[config.mk]
export PLATFORM = sky130hd
export DESIGN_NAME = exu_lsu
export DESIGN_NICKNAME = d
export VERILOG_FILES = /design/src/rtl/exu_lsu.sv
export SDC_FILE = /design/constraint.sdc
export NUM_CORES = 1
export LEC_CHECK = 0
export ABC_AREA = 1
export ABC_CLOCK_PERIOD_IN_PS = 8600
export BUFFER_PORTS_ARGS = -buffer_cell sky130_fd_sc_hd__buf_4
export CORE_MARGIN = 1
export CORE_UTILIZATION = 52
export DETAILED_ROUTE_END_ITERATION = 16
export MAX_ROUTING_LAYER = met4
export PLACE_DENSITY = 0.81
export SLEW_MARGIN = 5
export SYNTH_ARGS = -nofsm -noshare
export SYNTH_HDL_FRONTEND = slang
export SYNTH_SLANG_ARGS = --single-unit
[constraint.sdc]
create_clock -name i_clk -period 8.6 [get_ports i_clk]
set_input_delay 1.29 -clock i_clk [delete_from_list [all_inputs] [get_ports i_clk]]
set_output_delay 1.29 -clock i_clk [all_outputs]
set_load 0.01 [all_outputs]
[src/rtl/exu_lsu.sv]
// Load/store unit: one memory op in flight, accept->done in 3 cycles minimum (1 for misaligned).
// o_lsu_ready drops while busy; bus requests hold stable until i_bus_req_ready.
module exu_lsu #(
  parameter int RSP_TIMEOUT = 256
) (
  input  logic        i_clk,
  input  logic        i_rst,
  input  logic        i_lsu_valid,
  output logic        o_lsu_ready,
  input  logic        i_mem_wreq,
  input  logic        i_mem_rreq,
  input  logic [2:0]  i_mem_wtype,
  input  logic [3:0]  i_mem_rdtype,
  input  logic [31:0] i_mem_addr,
  input  logic [31:0] i_mem_wdata,
  input  logic [4:0]  i_rd_idx,
  output logic        o_bus_req_valid,
  input  logic        i_bus_req_ready,
  output logic [31:0] o_bus_addr,
  output logic        o_bus_we,
  output logic [3:0]  o_bus_wstrb,
  output logic [31:0] o_bus_wdata,
  input  logic        i_bus_rsp_valid,
  input  logic [31:0] i_bus_rdata,
  input  logic        i_bus_rsp_err,
  output logic        o_lsu_done,
  output logic        o_wb_en,
  output logic [4:0]  o_wb_rd,
  output logic [31:0] o_wb_data,
  output logic        o_exc_misalign,
  output logic        o_exc_access,
  output logic        o_exc_store,
  output logic [31:0] o_exc_addr
);

  typedef enum logic [1:0] {S_IDLE, S_REQ, S_RSP, S_DONE} state_t;

  localparam int CW = (RSP_TIMEOUT > 1) ? $clog2(RSP_TIMEOUT) : 1;
  localparam logic [CW-1:0] CNT_LAST = CW'(RSP_TIMEOUT - 1);

  state_t state_q, state_d;

  logic          store_q, store_d;
  logic [3:0]    rdtype_q, rdtype_d;
  logic [31:0]   addr_q, addr_d;
  logic [4:0]    rd_q, rd_d;
  logic [CW-1:0] cnt_q, cnt_d;

  logic        ready_q, ready_d;
  logic        req_vld_q, req_vld_d;
  logic [31:0] bus_addr_q, bus_addr_d;
  logic        bus_we_q, bus_we_d;
  logic [3:0]  bus_wstrb_q, bus_wstrb_d;
  logic [31:0] bus_wdata_q, bus_wdata_d;
  logic        done_q, done_d;
  logic        wb_en_q, wb_en_d;
  logic [4:0]  wb_rd_q, wb_rd_d;
  logic [31:0] wb_data_q, wb_data_d;
  logic        exc_mis_q, exc_mis_d;
  logic        exc_acc_q, exc_acc_d;
  logic        exc_store_q, exc_store_d;
  logic [31:0] exc_addr_q, exc_addr_d;

  logic        accept, in_op, in_store, in_half, in_word, in_mis, rsp_tmo;
  logic [31:0] st_wdata;
  logic [3:0]  st_wstrb;
  logic [7:0]  ld_b;
  logic [15:0] ld_h;
  logic [31:0] ld_data;

  assign accept   = i_lsu_valid & ready_q;
  assign in_op    = i_mem_wreq | i_mem_rreq;
  assign in_store = i_mem_wreq;
  assign in_half  = in_store ? i_mem_wtype[1] : i_mem_rdtype[1];
  assign in_word  = in_store ? i_mem_wtype[0] : i_mem_rdtype[0];
  assign in_mis   = (in_half & i_mem_addr[0]) | (in_word & (|i_mem_addr[1:0]));
  assign rsp_tmo  = (RSP_TIMEOUT != 0) && (cnt_q == CNT_LAST);

  // Store lane replication and byte enables
  always_comb begin
    st_wdata = i_mem_wdata;
    st_wstrb = 4'b1111;
    if (i_mem_wtype[2]) begin
      st_wdata = {4{i_mem_wdata[7:0]}};
      st_wstrb = 4'b0001 << i_mem_addr[1:0];
    end else if (i_mem_wtype[1]) begin
      st_wdata = {2{i_mem_wdata[15:0]}};
      st_wstrb = i_mem_addr[1] ? 4'b1100 : 4'b0011;
    end
  end

  always_comb begin
    case (addr_q[1:0])
      2'd0:    ld_b = i_bus_rdata[7:0];
      2'd1:    ld_b = i_bus_rdata[15:8];
      2'd2:    ld_b = i_bus_rdata[23:16];
      default: ld_b = i_bus_rdata[31:24];
    endcase
    ld_h    = addr_q[1] ? i_bus_rdata[31:16] : i_bus_rdata[15:0];
    ld_data = 32'h0;
    if (rdtype_q[2])      ld_data = {{24{rdtype_q[3] & ld_b[7]}}, ld_b};
    else if (rdtype_q[1]) ld_data = {{16{rdtype_q[3] & ld_h[15]}}, ld_h};
    else if (rdtype_q[0]) ld_data = i_bus_rdata;
  end

  always_ff @(posedge i_clk or posedge i_rst) begin
    if (i_rst) state_q <= S_IDLE;
    else       state_q <= state_d;
  end

  always_comb begin
    state_d = state_q;
    case (state_q)
      S_IDLE:  if (accept && in_op) state_d = in_mis ? S_DONE : S_REQ;
      S_REQ:   if (i_bus_req_ready) state_d = S_RSP;
      S_RSP:   if (i_bus_rsp_valid || rsp_tmo) state_d = S_DONE;
      default: state_d = S_IDLE;
    endcase
  end

  // Next values of every registered output, computed from the transition being taken
  always_comb begin
    store_d     = store_q;
    rdtype_d    = rdtype_q;
    addr_d      = addr_q;
    rd_d        = rd_q;
    cnt_d       = (state_q == S_RSP) ? cnt_q + CW'(1) : '0;
    ready_d     = (state_d == S_IDLE);
    req_vld_d   = (state_d == S_REQ);
    bus_addr_d  = 32'h0;
    bus_we_d    = 1'b0;
    bus_wstrb_d = 4'h0;
    bus_wdata_d = 32'h0;
    done_d      = (state_d == S_DONE);
    wb_en_d     = 1'b0;
    wb_rd_d     = 5'h0;
    wb_data_d   = 32'h0;
    exc_mis_d   = 1'b0;
    exc_acc_d   = 1'b0;
    exc_store_d = 1'b0;
    exc_addr_d  = 32'h0;
    case (state_q)
      S_IDLE: begin
        if (accept && in_op) begin
          store_d  = in_store;
          rdtype_d = i_mem_rdtype;
          addr_d   = i_mem_addr;
          rd_d     = i_rd_idx;
          if (in_mis) begin
            exc_mis_d   = 1'b1;
            exc_store_d = in_store;
            exc_addr_d  = i_mem_addr;
          end else begin
            bus_addr_d  = {i_mem_addr[31:2], 2'b00};
            bus_we_d    = in_store;
            bus_wstrb_d = in_store ? st_wstrb : 4'h0;
            bus_wdata_d = in_store ? st_wdata : 32'h0;
          end
        end
      end
      S_REQ: begin
        if (state_d == S_REQ) begin
          bus_addr_d  = bus_addr_q;
          bus_we_d    = bus_we_q;
          bus_wstrb_d = bus_wstrb_q;
          bus_wdata_d = bus_wdata_q;
        end
      end
      S_RSP: begin
        if (state_d == S_DONE) begin
          if (i_bus_rsp_valid && !i_bus_rsp_err) begin
            if (!store_q) begin
              wb_en_d   = 1'b1;
              wb_rd_d   = rd_q;
              wb_data_d = ld_data;
            end
          end else begin
            exc_acc_d   = 1'b1;
            exc_store_d = store_q;
            exc_addr_d  = addr_q;
          end
        end
      end
      default: ;
    endcase
  end

  always_ff @(posedge i_clk or posedge i_rst) begin
    if (i_rst) begin
      store_q     <= 1'b0;
      rdtype_q    <= 4'h0;
      addr_q      <= 32'h0;
      rd_q        <= 5'h0;
      cnt_q       <= '0;
      ready_q     <= 1'b1;
      req_vld_q   <= 1'b0;
      bus_addr_q  <= 32'h0;
      bus_we_q    <= 1'b0;
      bus_wstrb_q <= 4'h0;
      bus_wdata_q <= 32'h0;
      done_q      <= 1'b0;
      wb_en_q     <= 1'b0;
      wb_rd_q     <= 5'h0;
      wb_data_q   <= 32'h0;
      exc_mis_q   <= 1'b0;
      exc_acc_q   <= 1'b0;
      exc_store_q <= 1'b0;
      exc_addr_q  <= 32'h0;
    end else begin
      store_q     <= store_d;
      rdtype_q    <= rdtype_d;
      addr_q      <= addr_d;
      rd_q        <= rd_d;
      cnt_q       <= cnt_d;
      ready_q     <= ready_d;
      req_vld_q   <= req_vld_d;
      bus_addr_q  <= bus_addr_d;
      bus_we_q    <= bus_we_d;
      bus_wstrb_q <= bus_wstrb_d;
      bus_wdata_q <= bus_wdata_d;
      done_q      <= done_d;
      wb_en_q     <= wb_en_d;
      wb_rd_q     <= wb_rd_d;
      wb_data_q   <= wb_data_d;
      exc_mis_q   <= exc_mis_d;
      exc_acc_q   <= exc_acc_d;
      exc_store_q <= exc_store_d;
      exc_addr_q  <= exc_addr_d;
    end
  end

  assign o_lsu_ready     = ready_q;
  assign o_bus_req_valid = req_vld_q;
  assign o_bus_addr      = bus_addr_q;
  assign o_bus_we        = bus_we_q;
  assign o_bus_wstrb     = bus_wstrb_q;
  assign o_bus_wdata     = bus_wdata_q;
  assign o_lsu_done      = done_q;
  assign o_wb_en         = wb_en_q;
  assign o_wb_rd         = wb_rd_q;
  assign o_wb_data       = wb_data_q;
  assign o_exc_misalign  = exc_mis_q;
  assign o_exc_access    = exc_acc_q;
  assign o_exc_store     = exc_store_q;
  assign o_exc_addr      = exc_addr_q;

endmodule

==> summary.md, run 1 <==
| Metric | Value |
|---|---|
| Synth top area cells | `dfrtp_1 (56%), nand2_1 (14%), o21ai_0 (5.3%)` |
| Sw frac | `between 30% and 40%` |
| Synthesized area per cell | `just under 9 um^2` |
| Initial antenna violation count | `0` |
| Vias in the first global route | `around 7,500` |
| Max frequency | `~0.32 GHz` |
| Share of the synthesized area in the top cell type | `a little under three fifths` |
| Hpwl dp | `approximately 16 mm` |
| Mux share of post-synthesis cell area | `0.923%` |
| P_int | `1.80 mW` |
| CP required | `between 8 and 9 ns` |
| Final nets | `1,336` |
| Initial core utilization | `54.0%` |
| Most common cell in the netlist | `nand2_1` |
| Combinational power share | `approximately 30%` |
| Critical path arrival | `roughly 3.4 ns` |
| TNS Setup | `0 ns` |
| Top post-synthesis cells by count | `nand2_1 (313), dfrtp_1 (194), o21ai_0 (91), a21oi_1 (67), inv_1 (63)` |
| Fillers | `1,264` |
| M3 GR Usage | `under 10%` |
| Global Route Usage Sum | `between 20 and 30%` |
| Ant. Diodes | `0` |
| Routed Antenna Nets | `0` |
| TritonCTS Sinks | `between 150 and 200` |
| Reg power frac | `41.9%` |
| Post-synthesis adder-cell area fraction | `less than 1%` |
| First-pass GRT wire length | `~39 mm` |
| CTS root buffer | `clkbuf_16` |
| Worst clock skew | `0.0116 ns` |
| Startpoint type of the worst setup path | `input pin` |
| Final Hold Viols | `0` |
| IO Port Bufs | `around 260` |
| Async SR Flop Fraction | `100%` |
| Post-route minimum period | `3.08 ns` |
| Die height | `roughly 130 um` |
| GR Util met2 | `between 40% and 50%` |
| Xor/xnor share of the synthesized area | `0%` |
| Final worst slack | `roughly 5.5 ns` |
| Die W | `131 um` |
| TritonRoute pass-1 iters | `5` |
| WL/cell | `between 15 and 20 um` |
| Critical path fanouts, max | `50` |
| Post-CTS setup buffers | `0` |
| FF-to-FF Start | `o_lsu_ready` |
| Critical Path Source | `i_mem_wreq` |
| Fin Hold WS | `roughly 0.48 ns` |
| CTS tree | `yes` |
| Worst skew pair latency | `roughly 0.44 ns` |
| Power Dens Cells | `approximately 260 mW/mm^2` |
| Psw | `between 1 and 1.5 mW` |
| Worst-path clk slew | `approximately 0.070 ns` |
| CP endpoint kind | `flop` |
| PostCTS Resize Cnt | `0` |
| #FFs+latches synth | `slightly below 200` |
| Worst-case reg-to-reg path depth | `8` |
| HP Class | `flop to flop` |
| Total wire length | `24.1 mm` |
| # DRC | `0` |
| Relative slew slack | `between 10% and 20%` |
| Dpl cells | `about 1,400` |
| Post-Synthesis Cells | `around 1,000` |
| GR Overflow Total | `0` |
| Area grow syn2layout | `29.0%` |
| Synth Warn # | `0` |
| 1st-iter DRT viols | `roughly 810` |
| Number of cells on the worst hold path | `2` |
| GR peak layer | `met2` |
| Via count | `about 7,800` |
| Sequential element share of the synthesized area | `roughly 56%` |
| Fin. max-slew vios | `0` |
| GP Congestion | `~0.94` |
| Compound-cell area share of the yosys netlist | `11.7%` |
| Via-to-Cell Ratio | `roughly 5.4` |
| I/O Pins | `about 260` |
| Number of synthesized flops with an enable pin | `0` |
| Cell area after synthesis | `between 0.008 and 0.009 mm^2` |
| Core area | `approximately 0.016 mm^2` |
| Post-DP Area | `0.0106 mm^2` |
| # Max-Cap Violations | `0` |
| Total CTS buffers | `17` |
| Clock Path Buffers | `2` |
| RSZ-0062 raised after global routing | `false` |
| Clock power share | `roughly 29%` |
| Largest family of logic cells by synthesized area | `simple AND/OR/NAND/NOR gates` |
| Largest net degree at the start of global routing | `between 100 and 150` |
| Die ar. | `0.0172 mm^2` |
| Non-Filler Instances | `roughly 1,400` |
| Area leader, netlist | `dfrtp_1` |
| Std cell rows | `46` |
| Fin crit share | `35.8%` |
| Count of different cell masters after synthesis | `37` |
| HP Start | `addr_q[7]` |
| Outcome | `completed` |
| Setup violations, final | `0` |
| Hold Buf Count CTS | `0` |
| Peak supply drop | `around 0.16 mV` |
| Worst-margin pin slew | `roughly 1.2 ns` |
| # H-tree levels | `4` |
| Post-synth top flop | `dfrtp_1` |
| Fraction of layout instances using a drive strength above 1 | `~28%` |
| Met1 Use GR | `between 30% and 40%` |
| Leakage power | `a little over 6 nW` |
| Synth Area in Simple Gates | `a little under a quarter` |
| Fin area | `~0.011 mm^2` |
| Setup CP Type | `input pin to flop` |
| Pre-CTS setup slack | `roughly 5.1 ns` |
-- worst max-delay path, stage by stage --
cell and delay [ns]:
buf_4 0.14, nor2_1 0.06, nor2_2 0.12, nand2_1 0.06, buf_4 0.27, inv_2 0.47, buf_4 0.53, nand2_1 0.15
o21ai_0 0.27
-- registers in the layout, indices dropped and copies added (netlist names), 2 cells and up --
name,count
addr_q,32
state_q,2
o_bus_wstrb,4
o_wb_rd,5
o_wb_data,32
rd_q,5
rdtype_q,4
cnt_q,8
o_bus_wdata,32
o_exc_addr,32
o_bus_addr,30
-- per-layer routing --
metal,part of all wire [%],vias up
met1,41,3667
li1,-,3684
met2,49,393
met3,7.7,40
met4,2.3,0
met5,0,-
-- cell type report --
cell class,instances,area [um^2],share of cell area [%]
clock buffers,17,425,3.80
clock inverters,15,189,1.69
inverters,69,269,2.40
multi-input cells,671,3160,28.3
flip-flops and latches,195,4880,43.6
well taps,216,270,2.42
repair buffers,265,1990,17.8
-- placed cells by master, fill, tap and decap left out, types with 2 or more instances in the layout --
master	synthesis	final
conb_1	1	2
nor2_1	41	40
inv_8	0	3
o211ai_1	5	5
inv_6	0	5
o21ai_2	10	10
a21oi_1	67	67
nand2_1	313	313
nand4_1	37	37
nand2_2	5	5
o22ai_1	5	5
dfrtp_1	194	194
o21ai_0	91	91
nand3_1	51	51
nor2_2	14	15
buf_4	6	265
mux2i_1	8	8
bufinv_16	0	2
o21ai_1	7	7
nor3_1	4	4
inv_1	63	62
clkinv_8	0	2
inv_2	5	5
clkbuf_16	0	17
clkinvlp_4	0	4
-- power by group through the flow --
stage	Clock, mW	Sequential, mW	Combinational, mW
after floorplan	0	1.17	0.634
after detailed placement	0	1.22	0.836
final	0.823	1.21	0.851
after global placement	0	1.22	0.823
after global routing	0.870	1.23	0.950
after CTS	0.833	1.21	0.847
-- stage by stage --
stage               total power [mW]  utilization [%]
floorplan                       1.80                -
global placement                2.04             65.8
detailed placement              2.06             65.8
CTS                             2.89             69.7
global route                    3.05             69.7
finish                          2.88             69.7
-- kinds of logic (layout without fill, tap and decap cells) --
group / count (synthesis) / in the layout
AOI/OAI and AO/OA: 189 / 189
adders and majority gates: 1 / 1
buffers and inverters: 135 / 366
DFF: 195 / 195
muxes: 8 / 8
other: 1 / 2
and+or+nand+nor: 471 / 471
-- final timing paths --
check / endpoint / slack, ns
max: o_bus_addr[3] / 5.52
min: addr_q[7] / 0.48
max reg2reg: o_bus_addr[3] / 5.93
min reg2reg: addr_q[7] / 0.48
max in group asynchronous: cnt_q[4] / 6.04
min in group asynchronous: o_bus_addr[6] / 0.98
No activity file was read; power rests on OpenSTA's default activity.
==> run 2: changes to the inputs <==
- ABC_AREA: 1 -> 0
- ABC_CLOCK_PERIOD_IN_PS: 8600 -> 2600
- CORE_UTILIZATION: 52 -> 46
- PLACE_DENSITY: 0.81 -> 0.76
- clock period: 8.6 -> 2.6 ns (I/O delays scaled with it)
==> summary.md, run 2 <==
| Metric | Value |
|---|---|
| Number of synthesized flops with an enable pin | `0` |
| Sequential element share of the synthesized area | `between 60% and 70%` |
| GR Overflow Total | `0` |
| Routed Antenna Nets | `0` |
| Worst-path clk slew | `around 0.07 ns` |
| Worst skew pair latency | `about 0.43 ns` |
| Fin Hold WS | `0.193 ns` |
| Post-CTS setup buffers | `0` |
| Fin. max-slew vios | `0` |
| Area grow syn2layout | `34.2%` |
| Count of different cell masters after synthesis | `between 40 and 50` |
| First-pass GRT wire length | `approximately 32 mm` |
| CP endpoint kind | `flop` |
| Synth Warn # | `0` |
| Share of the synthesized area in the top cell type | `approximately three fifths` |
| Top post-synthesis cells by count | `dfrtp_1 (194), a22o_1 (71), mux2_2 (50), a21oi_1 (38)` |
| IO Port Bufs | `258` |
| RSZ-0062 raised after global routing | `false` |
| Final nets | `1,004` |
| Critical path arrival | `approximately 2.5 ns` |
| Std cell rows | `47` |
| Global Route Usage Sum | `roughly a quarter` |
| # H-tree levels | `4` |
| Outcome | `completed` |
| Post-route minimum period | `~2.2 ns` |
| Register area | `roughly 0.005 mm^2` |
| Slowest Stage Delay on Critical Path | `between 0.5 and 0.6 ns` |
| # Max-Cap Violations | `0` |
| PostCTS Resize Cnt | `0` |
| Ant. Diodes | `0` |
| Die W | `approximately 130 um` |
| Critical Path Source | `state_q[1]` |
| Final Hold Viols | `0` |
| Hpwl dp | `~15 mm` |
| Most frequent cells in the layout | `buf_4 (271), dfrtp_1 (194), a22o_1 (71)` |
| HP Start | `i_mem_rdtype[3]` |
| Via-to-Cell Ratio | `around 5.4` |
| Power Dens Cells | `about 860 mW/mm^2` |
| Post-Synthesis Cells | `between 600 and 700` |
| Critical path fanouts, max | `30` |
| Worst-margin pin slew | `~0.76 ns` |
| Vias in the first global route | `~6,000` |
| #FFs+latches synth | `approximately 200` |
| Most common cell after layout, fill and taps aside | `buf_4` |
| Cells along the critical path | `and4bb_4 -> and2_4 -> buf_4 -> mux2_2` |
| I/O Pins | `261` |
| WL/cell | `~18 um` |
| Cell area after synthesis | `~0.0080 mm^2` |
| Synth top area cells | `dfrtp_1 (60%), a22o_1 (7.7%), mux2_2 (7.0%)` |
| Setup CP Type | `flop to flop` |
| TNS Setup | `0 ns` |
| Fin crit share | `84.0%` |
| Dpl cells | `around 1,100` |
| CTS tree | `yes` |
| Startpoint type of the worst setup path | `flop` |
| # DRC | `0` |
| Non-Filler Instances | `approximately 1,100` |
| Post-synth top flop | `dfrtp_1` |
| Hold Buf Count CTS | `1` |
| GP Congestion | `~0.8` |
| Die height | `between 100 and 150 um` |
| FF-to-FF Start | `state_q[1]` |
| Setup violations, final | `0` |
| Total CTS buffers | `17` |
| CTS root buffer | `clkbuf_16` |
| Peak supply drop | `between 0.4 and 0.5 mV` |
| Clock Path Buffers | `2` |
| Slowest CP cell | `dfrtp_1` |
| Max frequency | `roughly 0.46 GHz` |
| Initial antenna violation count | `0` |
| Total power | `9.23 mW` |
| 1st-iter DRT viols | `335` |
| Fraction of layout instances using a drive strength above 1 | `between 40% and 50%` |
| Core area | `0.0168 mm^2` |
| Total wire length | `approximately 20 mm` |
| Worst clock skew | `between 0.009 and 0.01 ns` |
| Die ar. | `roughly 0.018 mm^2` |
| Footprint of the multi-input gates | `about 0.0029 mm^2` |
| TritonRoute pass-1 iters | `4` |
| Initial core utilization | `47.8%` |
| Relative slew slack | `49.4%` |
| HP Class | `input pin to flop` |
| TritonCTS Sinks | `roughly 200` |
| Most common cell in the netlist | `dfrtp_1` |
| Leakage power | `5.39 nW` |
| Synthesized area per cell | `12.5 um^2` |
| Via count | `just over 6,000` |
| CP required | `roughly 2.9 ns` |
| Fillers | `~1,300` |
| Area leader, netlist | `dfrtp_1` |
| Largest net degree at the start of global routing | `80` |
| Async SR Flop Fraction | `between 90% and 100%` |
==> run 2: cell families (layout without fill, tap and decap cells) <==
logic type | Yosys count | after routing | share of synthesized area (%)
AOI/OAI and AO/OA | 190 | 190 | 16.6
muxes | 82 | 82 | 11.1
DFF | 195 | 195 | 60.7
other | 1 | 2 | 0.0467
adders and majority gates | 1 | 1 | 0.156
buffers and inverters | 56 | 312 | 3.74
xor gates and xnor gates | 5 | 5 | 0.545
and+or+nand+nor | 113 | 113 | 7.04
==> run 2: worst paths after layout <==
kind                             endpoint  slack (ns)  cells past startpoint
hold / removal                rdtype_q[3]        0.19                      2
setup reg to reg               addr_q[27]        0.42                      4
min in group asynchronous  o_bus_addr[23]        0.57                      3
hold reg to reg                o_wb_rd[0]        0.48                      1
max in group asynchronous     o_lsu_ready        1.23                      4
setup / recovery               addr_q[27]        0.42                      4
==> run 2: through the flow <==
step           cell area [um^2]  utilization [%]  setup slack (ns)
2_1_floorplan              8040                -            -0.308
3_3_place_gp              10200             60.4             0.488
3_5_place_dp              10200             60.4             0.423
4_1_cts                   10800             64.1             0.421
5_1_grt                   10800             64.1             0.288
6_report                  10800             64.1             0.415
==> run 2: power by group <==
group	leakage [nW]	internal, mW	total (mW)	switching, mW
Combinational	2.47	1.28	2.49	1.21
Clock	0.299	1.47	2.68	1.22
Sequential	2.62	3.61	4.06	0.448
==> run 2: cell type report <==
| cell class | instances | share of cell area (%) |
|---|---|---|
| Timing Repair Buffer | 276 | 19.7 |
| Tap cell | 220 | 2.55 |
| Sequential cell | 195 | 45.3 |
| Clock buffer | 17 | 3.94 |
| Inverter | 4 | 0.174 |
| Multi-Input combinational cell | 393 | 26.6 |
| Clock inverter | 15 | 1.80 |
==> run 2: metal layers <==
layer | track usage, % | vias up | wire, um
met3 | 5.40 | 25 | 1300
met1 | 29.8 | 3000 | 8550
met5 | - | - | 0
met2 | 39.6 | 221 | 10300
li1 | - | 2799 | -
met4 | 7.99 | 0 | 311
==> run 2: worst max-delay path, delay by kind of cell (launching register included) <==
family / cells / cell delay, ns
buffers and inverters: 1 / 0.42
DFF: 1 / 0.53
muxes: 1 / 0.39
and+or+nand+nor: 2 / 0.72
==> run 3: changes to the inputs <==
- ABC_AREA: 0 -> 1
- ABC_CLOCK_PERIOD_IN_PS: 2600 -> 1800
- CORE_UTILIZATION: 46 -> 47
- PLACE_DENSITY: 0.76 -> 0.77
- clock period: 2.6 -> 1.8 ns (I/O delays scaled with it)
==> summary.md, run 3 (synthesis gave the netlist of run 1 again) <==
| Metric | Value |
|---|---|
| Initial antenna violation count | `0` |
| Worst-path clk slew | `approximately 0.07 ns` |
| Clock Path Buffers | `2` |
| # H-tree levels | `4` |
| Ant. Diodes | `0` |
| CP required | `roughly 2.2 ns` |
| Area grow syn2layout | `33.8%` |
| FF-to-FF Start | `cnt_q[0]` |
| Met3 WL | `slightly below 2 mm` |
| Peak supply drop | `0.688 mV` |
| Core area | `0.0180 mm^2` |
| Fin crit share | `around nine tenths` |
| Critical path fanouts, max | `15` |
| Leakage power | `around 6.3 nW` |
| Final nets | `around 1,400` |
| Die W | `roughly 140 um` |
| Relative slew slack | `approximately 57%` |
| RR Endpoint | `o_exc_addr[14]` |
| Hpwl dp | `approximately 17 mm` |
| Global Route Usage Sum | `~27%` |
| Met1 WL | `~10 mm` |
| Cells along the critical path | `ha_1 -> nand2_1 -> nor2_2 -> nand2_1 -> nand2_1 -> nand2_1 -> nand2_2 -> clkbuf_16 -> nand4_1 -> nand2_1` |
| Setup violations, final | `0` |
| Most frequent cells in the layout | `nand2_1 (313), buf_4 (282), dfrtp_1 (194)` |
| WL/cell | `16.6 um` |
| Worst skew pair latency | `between 0.4 and 0.5 ns` |
| CTS root buffer | `clkbuf_16` |
| Fraction of layout instances using a drive strength above 1 | `between 20 and 30%` |
| IO Port Bufs | `258` |
| Layout Utilization | `between 60% and 70%` |
| Power Dens Cells | `~1200 mW/mm^2` |
| Worst-margin pin slew | `~0.64 ns` |
| Total CTS buffers | `17` |
| Fin. max-slew vios | `0` |
| Via-to-Cell Ratio | `between 5 and 6` |
| TNS Setup | `0 ns` |
| Slowest CP cell | `dfrtp_1` |
| PostCTS Resize Cnt | `0` |
| Via count | `7,882` |
| Initial core utilization | `48.1%` |
| Critical Path Source | `cnt_q[0]` |
| RSZ-0062 raised after global routing | `false` |
| Worst-case reg-to-reg path depth | `10` |
| CP most frequent cell | `nand2_1` |
| CTS tree | `yes` |
| GP Congestion | `0.905` |
| Total wire length | `24.8 mm` |
| Final Hold Viols | `0` |
| Worst clock skew | `~0.0095 ns` |
| 1st-iter DRT viols | `between 600 and 700` |
| I/O Pins | `around 260` |
| Critical path arrival | `2.00 ns` |
| HP Class | `input pin to flop` |
| Max frequency | `around 0.61 GHz` |
| Most common cell after layout, fill and taps aside | `nand2_1` |
| Post-route minimum period | `1.64 ns` |
| CP endpoint kind | `flop` |
| Uppermost routed layer | `met4` |
| Met2 WL post-DR | `about 12 mm` |
| Slack of the worst reg-to-reg path | `between 0.15 and 0.2 ns` |
| TritonCTS Sinks | `195` |
| TritonRoute pass-1 iters | `5` |
| Critical path endpoint | `o_exc_addr[14]` |
| Die ar. | `about 0.019 mm^2` |
| # DRC | `0` |
| Routed Antenna Nets | `0` |
| Slowest Stage Delay on Critical Path | `between 0.3 and 0.4 ns` |
| Vias in the first global route | `7,604` |
| Std cell rows | `between 40 and 50` |
| Setup CP Type | `flop to flop` |
| First-pass GRT wire length | `about 38 mm` |
| Outcome | `completed` |
| Startpoint type of the worst setup path | `flop` |
| GR Overflow Total | `0` |
| Die height | `between 100 and 150 um` |
| # Max-Cap Violations | `0` |
| Largest net degree at the start of global routing | `approximately 70` |
-- run 3: worst min path at each step --
stage / start / to / slack [ns] / cells after the start
after floorplan: i_mem_addr[10] / addr_q[10] / 0.39 / 2
after global placement: i_rst / o_bus_wdata[27] / 0.25 / 2
after detailed placement: i_rst / o_bus_wdata[23] / 0.26 / 2
after CTS: i_mem_rdtype[3] / rdtype_q[3] / 0.04 / 3
after global routing: i_mem_rdtype[2] / rdtype_q[2] / 0.05 / 3
final: i_mem_rdtype[3] / rdtype_q[3] / 0.06 / 3
-- run 3: metrics by stage --
| stage | std cells | power (mW) | worst slack, ns | hold slack [ns] | area [um^2] |
|---|---|---|---|---|---|
| 6_report | 1492 | 14.2 | 0.162 | 0.0556 | 11600 |
| 5_1_grt | 1492 | 15.1 | 0.00480 | 0.0533 | 11600 |
| 4_1_cts | 1491 | 14.2 | 0.170 | 0.0368 | 11600 |
| 3_5_place_dp | 1458 | 10.3 | 0.187 | 0.263 | 11000 |
| 3_3_place_gp | 1458 | 10.2 | 0.251 | 0.253 | 11000 |
| 2_1_floorplan | 1001 | 8.60 | -0.988 | 0.393 | 8680 |
-- run 3: where the power goes --
part | total (mW) | switching (mW) | internal (mW)
clock network | 3.94 | 1.76 | 2.18
logic | 4.79 | 3.02 | 1.77
registers | 5.52 | 0.424 | 5.10
total | 14.2 | 5.20 | 9.04
-- run 3: per-layer routing --
metal | up-vias | global-route usage, %
met2 | 303 | 44.2
li1 | 3756 | -
met5 | - | -
met1 | 3787 | 33.4
met4 | 0 | 10.4
met3 | 36 | 6.07
-- run 3: timing repair --
item,4_1_cts,5_1_grt
hold endpoints to repair,10,0
setup endpoints to repair,0,1
buffers inserted,0,0
hold buffers,1,0
-- run 3: final cells by class --
type	count	area [um^2]
clock buffer	19	453
clock inverter	13	169
fill	1562	6420
inverter	69	265
multi-input combinational	671	3160
sequential	195	4880
tap	229	287
timing repair buffer	296	2390
-- run 3: worst max-delay path, delay by kind of cell (launching register included) --
family / cells / cell delay (ns)
adders and majority gates: 1 / 0.20
buffers and inverters: 1 / 0.22
DFF: 1 / 0.39
and+or+nand+nor: 8 / 0.77
